[src/rtl/alu_seq_pkg.sv]
// alu_seq_pkg -- shared constants for the sequential ALU.
//   Opcode encodings, status-flag bit positions and FSM state encodings.
//   The BUSY state only exists when ALU_SEQ_MUL_EN is defined.
package alu_seq_pkg;

  localparam logic [3:0] OP_ADD  = 4'd0;
  localparam logic [3:0] OP_SUB  = 4'd1;
  localparam logic [3:0] OP_AND  = 4'd2;
  localparam logic [3:0] OP_OR   = 4'd3;
  localparam logic [3:0] OP_XOR  = 4'd4;
  localparam logic [3:0] OP_NOT  = 4'd5;
  localparam logic [3:0] OP_SHL  = 4'd6;
  localparam logic [3:0] OP_SHR  = 4'd7;
  localparam logic [3:0] OP_SAR  = 4'd8;
  localparam logic [3:0] OP_ROL  = 4'd9;
  localparam logic [3:0] OP_ROR  = 4'd10;
  localparam logic [3:0] OP_INC  = 4'd11;
  localparam logic [3:0] OP_DEC  = 4'd12;
  localparam logic [3:0] OP_PASS = 4'd13;
  localparam logic [3:0] OP_CMP  = 4'd14;
  localparam logic [3:0] OP_MUL  = 4'd15;

  // status = {C, Z, Nf, V, P}
  localparam int FLAG_C  = 4;
  localparam int FLAG_Z  = 3;
  localparam int FLAG_NF = 2;
  localparam int FLAG_V  = 1;
  localparam int FLAG_P  = 0;

  typedef enum logic [1:0] {
    S_IDLE = 2'd0,
    S_HOLD = 2'd1
`ifdef ALU_SEQ_MUL_EN
    ,
    S_BUSY = 2'd2
`endif
  } state_e;

endpackage

[src/rtl/alu_seq_core.sv]
// alu_seq_core -- single-cycle combinational datapath for opcodes 0..14.
//   a_i, b_i  : operands (two's complement)
//   opcode_i  : operation select
//   y_o       : N-bit result
//   status_o  : {C, Z, Nf, V, P}
// Opcode 15 (MUL) is not handled here; it yields y_o=0, status_o=5'b01000.
module alu_seq_core
  import alu_seq_pkg::*;
#(
  parameter int N = 8
) (
  input  logic [N-1:0] a_i,
  input  logic [N-1:0] b_i,
  input  logic [3:0]   opcode_i,
  output logic [N-1:0] y_o,
  output logic [4:0]   status_o
);

  localparam logic [N-1:0] MSB_ONLY = {1'b1, {(N-1){1'b0}}};

  logic [N:0]   sum_s;
  logic [N:0]   diff_s;
  logic [N:0]   inc_s;
  logic [N:0]   dec_s;
  logic [N-1:0] y_s;
  logic [N-1:0] flag_src_s;
  logic         carry_s;
  logic         ovf_s;
  logic         cmp_s;

  function automatic logic parity_of(input logic [N-1:0] v);
    parity_of = ^v;
  endfunction

  // The extra top bit of each N+1-bit result is the carry/borrow out.
  assign sum_s  = {1'b0, a_i} + {1'b0, b_i};
  assign diff_s = {1'b0, a_i} - {1'b0, b_i};
  assign inc_s  = {1'b0, a_i} + {{N{1'b0}}, 1'b1};
  assign dec_s  = {1'b0, a_i} - {{N{1'b0}}, 1'b1};

  // Operation decode: result, carry and overflow per opcode
  always_comb begin
    y_s     = {N{1'b0}};
    carry_s = 1'b0;
    ovf_s   = 1'b0;
    cmp_s   = 1'b0;
    case (opcode_i)
      OP_ADD: begin
        y_s     = sum_s[N-1:0];
        carry_s = sum_s[N];
        ovf_s   = (a_i[N-1] == b_i[N-1]) && (sum_s[N-1] != a_i[N-1]);
      end
      OP_SUB: begin
        y_s     = diff_s[N-1:0];
        carry_s = diff_s[N];
        ovf_s   = (a_i[N-1] != b_i[N-1]) && (diff_s[N-1] != a_i[N-1]);
      end
      OP_AND:  y_s = a_i & b_i;
      OP_OR:   y_s = a_i | b_i;
      OP_XOR:  y_s = a_i ^ b_i;
      OP_NOT:  y_s = ~a_i;
      OP_SHL: begin
        y_s     = {a_i[N-2:0], 1'b0};
        carry_s = a_i[N-1];
      end
      OP_SHR: begin
        y_s     = {1'b0, a_i[N-1:1]};
        carry_s = a_i[0];
      end
      OP_SAR: begin
        y_s     = {a_i[N-1], a_i[N-1:1]};
        carry_s = a_i[0];
      end
      OP_ROL: begin
        y_s     = {a_i[N-2:0], a_i[N-1]};
        carry_s = a_i[N-1];
      end
      OP_ROR: begin
        y_s     = {a_i[0], a_i[N-1:1]};
        carry_s = a_i[0];
      end
      OP_INC: begin
        y_s     = inc_s[N-1:0];
        carry_s = inc_s[N];
        ovf_s   = (a_i == ~MSB_ONLY);
      end
      OP_DEC: begin
        y_s     = dec_s[N-1:0];
        carry_s = dec_s[N];
        ovf_s   = (a_i == MSB_ONLY);
      end
      OP_PASS: y_s = b_i;
      OP_CMP: begin
        // Y passes A through; every flag describes A-B.
        y_s     = a_i;
        carry_s = diff_s[N];
        ovf_s   = (a_i[N-1] != b_i[N-1]) && (diff_s[N-1] != a_i[N-1]);
        cmp_s   = 1'b1;
      end
      default: y_s = {N{1'b0}};
    endcase
  end

  assign flag_src_s = cmp_s ? diff_s[N-1:0] : y_s;
  assign y_o        = y_s;

  // Pack the status flags
  always_comb begin
    status_o          = 5'b00000;
    status_o[FLAG_C]  = carry_s;
    status_o[FLAG_Z]  = (flag_src_s == {N{1'b0}});
    status_o[FLAG_NF] = flag_src_s[N-1];
    status_o[FLAG_V]  = ovf_s;
    status_o[FLAG_P]  = parity_of(flag_src_s);
  end

endmodule

[src/rtl/alu_seq.sv]
// alu_seq -- sequential ALU with valid/ready handshakes on both sides.
//   clk, rst            : clock, asynchronous active-high reset
//   in_valid / in_ready : request handshake (A, B, Opcode captured on accept)
//   out_valid/out_ready : result handshake (Y, status held until taken)
//   Y, status           : registered result and {C, Z, Nf, V, P}
// Optional feature macro ALU_SEQ_MUL_EN: when defined, opcode 15 is an
// N-cycle shift-add multiply (BUSY state); otherwise it completes in one
// cycle with Y=0, status=5'b01000.
module alu_seq
  import alu_seq_pkg::*;
#(
  parameter int N = 8
) (
  input  logic         clk,
  input  logic         rst,
  input  logic         in_valid,
  output logic         in_ready,
  input  logic [N-1:0] A,
  input  logic [N-1:0] B,
  input  logic [3:0]   Opcode,
  output logic         out_valid,
  input  logic         out_ready,
  output logic [N-1:0] Y,
  output logic [4:0]   status
);

  state_e       state_q, state_d;
  state_e       accept_next_s;
  logic         accept_s;
  logic         is_mul_s;
  logic [N-1:0] core_y_s;
  logic [4:0]   core_status_s;
  logic [N-1:0] y_q, y_d;
  logic [4:0]   status_q, status_d;

  alu_seq_core #(.N(N)) u_core (
    .a_i      (A),
    .b_i      (B),
    .opcode_i (Opcode),
    .y_o      (core_y_s),
    .status_o (core_status_s)
  );

  assign accept_s = in_valid && in_ready;

`ifdef ALU_SEQ_MUL_EN
  localparam int CW = $clog2(N + 1);

  // acc_q holds {partial product high half, remaining multiplier bits}.
  logic [2*N-1:0] acc_q, acc_d;
  logic [N-1:0]   mcand_q, mcand_d;
  logic [CW-1:0]  cnt_q, cnt_d;
  logic [N:0]     part_sum_s;
  logic           mul_done_s;
  logic [N-1:0]   mul_y_s;
  logic [4:0]     mul_status_s;

  assign is_mul_s      = (Opcode == OP_MUL);
  assign accept_next_s = is_mul_s ? S_BUSY : S_HOLD;
  // After N iterations the counter parks at N for one cycle while Y loads.
  assign mul_done_s    = (state_q == S_BUSY) && (cnt_q == CW'(N));
  assign part_sum_s    = {1'b0, acc_q[2*N-1:N]} +
                         (acc_q[0] ? {1'b0, mcand_q} : {(N+1){1'b0}});
  assign mul_y_s       = acc_q[N-1:0];
  // {C = any high product bit, Z, Nf, V = 0, P}
  assign mul_status_s  = {|acc_q[2*N-1:N], (mul_y_s == {N{1'b0}}),
                          mul_y_s[N-1], 1'b0, ^mul_y_s};

  // Multiplier next state: load on accept, one shift-add step per BUSY cycle
  always_comb begin
    acc_d   = acc_q;
    mcand_d = mcand_q;
    cnt_d   = cnt_q;
    if (accept_s && is_mul_s) begin
      acc_d   = {{N{1'b0}}, A};
      mcand_d = B;
      cnt_d   = {CW{1'b0}};
    end else if ((state_q == S_BUSY) && !mul_done_s) begin
      acc_d   = {part_sum_s, acc_q[N-1:1]};
      cnt_d   = cnt_q + CW'(1);
    end else begin
      acc_d   = acc_q;
      cnt_d   = cnt_q;
    end
  end

  // Multiplier registers
  always_ff @(posedge clk or posedge rst) begin
    if (rst) begin
      acc_q   <= {(2*N){1'b0}};
      mcand_q <= {N{1'b0}};
      cnt_q   <= {CW{1'b0}};
    end else begin
      acc_q   <= acc_d;
      mcand_q <= mcand_d;
      cnt_q   <= cnt_d;
    end
  end
`else
  assign is_mul_s      = 1'b0;
  assign accept_next_s = S_HOLD;
`endif

  // FSM state register
  always_ff @(posedge clk or posedge rst) begin
    if (rst) begin
      state_q <= S_IDLE;
    end else begin
      state_q <= state_d;
    end
  end

  // FSM next-state logic
  always_comb begin
    state_d = state_q;
    case (state_q)
      S_IDLE: begin
        if (accept_s) state_d = accept_next_s;
        else          state_d = S_IDLE;
      end
      S_HOLD: begin
        if (accept_s)       state_d = accept_next_s;
        else if (out_ready) state_d = S_IDLE;
        else                state_d = S_HOLD;
      end
`ifdef ALU_SEQ_MUL_EN
      S_BUSY: begin
        if (mul_done_s) state_d = S_HOLD;
        else            state_d = S_BUSY;
      end
`endif
      default: state_d = S_IDLE;
    endcase
  end

  // FSM outputs: handshake signals decoded from the state register
  always_comb begin
    in_ready  = 1'b0;
    out_valid = (state_q == S_HOLD);
    if (rst) begin
      in_ready = 1'b0;
    end else begin
      in_ready = (state_q == S_IDLE) || ((state_q == S_HOLD) && out_ready);
    end
  end

  // Result register next value: load on single-cycle accept or multiply finish
  always_comb begin
    y_d      = y_q;
    status_d = status_q;
    if (accept_s && !is_mul_s) begin
      y_d      = core_y_s;
      status_d = core_status_s;
`ifdef ALU_SEQ_MUL_EN
    end else if (mul_done_s) begin
      y_d      = mul_y_s;
      status_d = mul_status_s;
`endif
    end else begin
      y_d      = y_q;
      status_d = status_q;
    end
  end

  // Result registers
  always_ff @(posedge clk or posedge rst) begin
    if (rst) begin
      y_q      <= {N{1'b0}};
      status_q <= 5'b00000;
    end else begin
      y_q      <= y_d;
      status_q <= status_d;
    end
  end

  assign Y      = y_q;
  assign status = status_q;

endmodule

[config.mk]
export PLATFORM = sky130hd
export DESIGN_NAME = alu_seq
export DESIGN_NICKNAME = d
export VERILOG_FILES = /design/src/rtl/alu_seq_pkg.sv /design/src/rtl/alu_seq_core.sv /design/src/rtl/alu_seq.sv
export SDC_FILE = /design/constraint.sdc
export NUM_CORES = 1
export LEC_CHECK = 0
export BUFFER_PORTS_ARGS = -buffer_cell sky130_fd_sc_hd__buf_4
export CAP_MARGIN = 20
export CORE_ASPECT_RATIO = 1.4
export CORE_MARGIN = 2
export CORE_UTILIZATION = 57
export DETAILED_ROUTE_END_ITERATION = 7
export PLACE_DENSITY = 0.75
export SYNTH_ARGS = -nofsm -noshare
export SYNTH_HDL_FRONTEND = slang
export SYNTH_SLANG_ARGS = --single-unit
[constraint.sdc]
create_clock -name clk -period 1.45 [get_ports clk]
set_input_delay 0.145 -clock clk [delete_from_list [all_inputs] [get_ports clk]]
set_output_delay 0.145 -clock clk [all_outputs]
set_load 0.01 [all_outputs]
==> results of run 1 <==
cells by family after synthesis:
| kind of cell | synth area share (%) |
|---|---|
| AND/OR/NAND/NOR | 24.6 |
| XOR/XNOR | 4.15 |
| flip-flops | 11.8 |
| AO/OA/AOI/OAI | 32.5 |
| buffers and inverters | 8.80 |
| multiplexers | 3.64 |
| adder cells (fa/ha/maj) | 14.5 |
through the flow:
step	instance area (sq um)	cells	setup slack, ns	hold WS (ns)	utilization, %
after floorplan	3180	402	-1.13	0.0342	-
after global placement	4310	603	-1.20	0.213	84.9
after detailed placement	4310	603	-1.31	0.232	84.9
==> run_results.csv, run 1 <==
group,metric,value,unit
run_status,outcome,"stopped before the end",
run_status,lastStage,"4_1_cts",
run_status,tool.error,"[ERROR DPL-0033] detailed placement checks failed during check placement.",
placed_design,gp_congestion,1.04,
synth,yosysWarnings,0,
placed_design,dp_hpwl,9500,microns
floorplanning,initial_core_util,58.2,%
placed_design,io_buffers,38,
clock_network,clock_sinks,14,
clock_network,cts_resized,108,
synth,synth_top_area_share,13.1,%
synth,synth.avg_cell_area,7.36,sq um
clock_network,h-tree-depth,1,
synth,syn_inst,402,
floorplanning,chipWidth,64.9,microns
floorplanning,die_h,89.2,microns
clock_network,cts_setup_buffers,26,
clock_network,cts_root_buffer,"clkbuf_8",
synth,dominantRegCellSynth,"dfrtp_1",
synth,synth_seq_cells,14,
synth,synth_commonest_cells,"31 x ha_1, 31 x nand2_1, 29 x inv_1",
clock_network,clockBufferDepth,2,
synth,syn_area,2960,sq um
floorplanning,num_rows,31,
synth,yosysTopAreaCell,"ha_1",
synth,async_flop_share,100,%
synth,syn_nets,459,
synth,synthTopCellsByArea,"ha_1 13%, dfrtp_1 12%, o21ai_0 4.6%",
synth,ys_types,71,
clock_network,numCtsBuffers,3,
clock_network,postCtsHoldBufs,1,
floorplanning,io_pins,39,
synth,synth_edf_count,0,
synth,ys_seq_area_share,11.8,%
==> run 2, diff against run 1 <==
--- a/config.mk
+++ b/config.mk
@@ -7,11 +7,10 @@
 export LEC_CHECK = 0
 export BUFFER_PORTS_ARGS = -buffer_cell sky130_fd_sc_hd__buf_4
 export CAP_MARGIN = 20
-export CORE_ASPECT_RATIO = 1.4
 export CORE_MARGIN = 2
-export CORE_UTILIZATION = 57
+export CORE_UTILIZATION = 40
 export DETAILED_ROUTE_END_ITERATION = 7
-export PLACE_DENSITY = 0.75
+export PLACE_DENSITY_LB_ADDON = 0.15
 export SYNTH_ARGS = -nofsm -noshare
 export SYNTH_HDL_FRONTEND = slang
 export SYNTH_SLANG_ARGS = --single-unit
==> run 2 against run 1 <==
The flow now finishes, with violations (negative setup slack). Synthesized area unchanged. Synthesized cell count stayed put.
==> run_results.csv, run 2 <==
group,metric,value,unit
run_status,outcome,"finished with violations",
run_status,violations,"negative setup slack",
clock_network,clock_sinks,14,
clock_network,clockBufferDepth,2,
synth,syn_nets,459,
synth,synth_top_family_by_area,"compound AO/OA/AOI/OAI gates",
detailed_routing,drt_wl_total,11400,microns
sta,worstMarginPinSlew,0.531,ns
detailed_routing,drc,0,
sta,setup_ws,-0.989,ns
critical_path,path_max_fanout,4,
min_path,hold_path.class,"in2reg",
final_layout,nets,612,
grt,overflow,0,
synth,dominantRegCellSynth,"dfrtp_1",
critical_path,cp.arrival,2.57,ns
clock_network,cts_root_buffer,"clkbuf_8",
power_and_ir_drop,power_switching,0.00109,W
power_and_ir_drop,comb_power_share,68.0,%
placed_design,io_buffers,38,
clock_network,cts_tree,"yes",
critical_path,end_kind,"flip-flop",
synth,synth_xor_xnor_area_share,4.15,%
placed_design,place_inst,644,
synth,synthTopCellsByArea,"ha_1 13%, dfrtp_1 12%, o21ai_0 4.6%",
final_layout,multi_input_area,2820,sq um
final_layout,final_cell_mix,"165 x buf_4, 31 x nand2_1, 20 x nor2_1",
synth,synth_fa_ha_area_share,14.5,%
final_layout,fillers,603,
power_and_ir_drop,power.share.switching,39.1,%
synth,synth.avg_cell_area,7.36,sq um
placed_design,dpl_worst_slack,-1.33,ns
sta,relSlewSlack,64.6,%
sta,finalMaxSlewViolations,0,
synth,ys_seq_area_share,11.8,%
power_and_ir_drop,p_int,0.00170,W
sta,fmax,410,MHz
detailed_routing,drt_iter0_markers,305,
synth,synth_top_area_share,13.1,%
final_layout,layout_commonest_cell,"buf_4",
final_layout,regArea,350,sq um
grt,grt_pass1_vias,3685,
power_and_ir_drop,p_clk_share,13.6,%
floorplanning,die_h,90.0,microns
power_and_ir_drop,power_leakage,2.18,nW
synth,syn_area,2960,sq um
detailed_routing,first_pass_iters,5,
placed_design,gp_congestion,0.973,
synth,synth_compound_area_share,32.5,%
synth,yosysTopAreaCell,"ha_1",
synth,synth_commonest_cells,"31 x ha_1, 31 x nand2_1, 29 x inv_1",
synth,yosysWarnings,0,
clock_network,path_clk_slew,0.06,ns
floorplanning,num_rows,31,
placed_design,place_area,4430,sq um
synth,synth_seq_cells,14,
detailed_routing,route.antenna.remaining_nets,0,
clock_network,clk_latency,0.25,ns
floorplanning,initial_core_util,41.0,%
power_and_ir_drop,seqPwrFrac,18.4,%
sta,hold_violations,0,
placed_design,dp_hpwl,9040,microns
sta,setup_viol,13,
detailed_routing,viasPerCell,5.89,
grt,antenna_found_initial,0,
sta,period_share,168,%
flow_run,maxCapViolCount,0,
final_layout,syn2layout_area_growth,66.9,%
synth,synth_mux_area_share,3.64,%
final_layout,layout-drive-gt1-share,49.1,%
clock_network,numCtsBuffers,3,
final_layout,fin_cells,653,
sta,fin_skew,0.00672,ns
grt,grt_max_degree,17,
detailed_routing,wl_per_cell,17.5,microns
power_and_ir_drop,power.density,566,nW/um^2
synth,ys_types,71,
sta,grt_setup_unrepaired,"true",
final_layout,n_antenna_cell,0,
synth,yosys.area_share.simple,24.6,%
detailed_routing,dr_total_vias,3846,
power_and_ir_drop,vdd_drop_max,360,uV
final_layout,design_area,4940,sq um
critical_path,start_kind,"primary input",
synth,async_flop_share,100,%
grt,track_usage,27.3,%
floorplanning,die_area,8100,sq um
floorplanning,core_area,7210,sq um
grt,grt_pass1_wl,18200,microns
synth,syn_inst,402,
sta,min_period,2.44,ns
floorplanning,io_pins,39,
synth,synth_edf_count,0,
final_layout,largest_register_ffs,8,
clock_network,h-tree-depth,1,
floorplanning,chipWidth,90.0,microns
critical_path,cp.required,1.58,ns
critical_path,path_class,"in2reg",
[run 2: cell counts after synthesis]
No cell type changed its count.
[run 2: final timing paths]
path | startpoint | endpoint | slack [ns] | cells after the start
setup / recovery | A[0] | status[0]$_DFFE_PP0P_ | -0.99 | 15
hold / removal | out_ready | state_q[0]$_DFF_PP0_ | 0.19 | 3
setup reg to reg | state_q[0]$_DFF_PP0_ | status[4]$_DFFE_PP0P_ | 0 | 4
hold reg to reg | Y[4]$_DFFE_PP0P_ | Y[4]$_DFFE_PP0P_ | 0.48 | 2
max in group asynchronous | rst | Y[0]$_DFFE_PP0P_ | 0.58 | 3
min in group asynchronous | rst | Y[7]$_DFFE_PP0P_ | 0.51 | 3
[run 2: area by class of cell]
type / count / share of cell area (%)
Tap cell: 99 / 2.51
Clock buffer: 4 / 1.12
Sequential cell: 14 / 7.10
Inverter: 32 / 2.92
Timing Repair Buffer: 181 / 29.3
Multi-Input combinational cell: 323 / 57.0
[run 2: per-layer routing]
| layer | share of wire [%] | track usage [%] | vias to the layer above |
|---|---|---|---|
| met5 | 0 | 0 | - |
| met4 | 4.4 | 11.4 | 0 |
| met3 | 6.2 | 2.93 | 39 |
| met2 | 46 | 44.6 | 181 |
| met1 | 43 | 36.9 | 1819 |
| li1 | - | - | 1807 |
[run 2: metrics by stage]
| stage | hold slack [ns] | power, W | setup TNS (ns) | util, % |
|---|---|---|---|---|
| floorplan | 0.0342 | 0.00145 | -5.52 | - |
| global placement | 0.227 | 0.00216 | -9.09 | 61.3 |
| detailed placement | 0.228 | 0.00219 | -9.55 | 61.3 |
| CTS | 0.197 | 0.00264 | -4.96 | 64.8 |
| global route | 0.218 | 0.00297 | -5.81 | 68.4 |
| finish | 0.193 | 0.00279 | -4.79 | 68.4 |
[run 2: what timing repair did]
item                                   4_1_cts  5_1_grt
hold buffers                                 1        0
setup endpoints to repair                   13       13
buffers inserted                             4        3
pin swaps                                   18       12
cloned                                       0        0
resized for setup                           40       46
endpoints found under the hold margin       14        0
[run 2: power groups by stage]
stage | logic, W | clock network [W] | registers, W
global placement | 0.00164 | 0 | 0.000518
finish | 0.00190 | 0.000380 | 0.000516
CTS | 0.00175 | 0.000381 | 0.000515
global route | 0.00204 | 0.000410 | 0.000525
floorplan | 0.000890 | 0 | 0.000556
detailed placement | 0.00167 | 0 | 0.000522
[run 2: worst max-delay path, cell delays in order]
cell and delay (ns):
buf_8 0.11, inv_8 0.06, ha_4 0.13, inv_2 0.04
fa_2 0.39, nand2b_4 0.10, a221o_1 0.24, nor4b_2 0.23
o21ai_1 0.09, nor4b_4 0.14, mux2_4 0.29, ha_4 0.27
xnor2_2 0.10, xnor2_1 0.15, o21ai_1 0.08
[run 2: cell families (layout without fill, tap and decap cells)]
family / count (synthesis) / after routing
AOI/OAI and AO/OA: 135 / 135
and+or+nand+nor: 131 / 131
buffers and inverters: 65 / 217
adders and majority gates: 33 / 33
xor gates and xnor gates: 14 / 14
DFF: 14 / 14
muxes: 10 / 10
No activity file was read; power rests on OpenSTA's default activity.
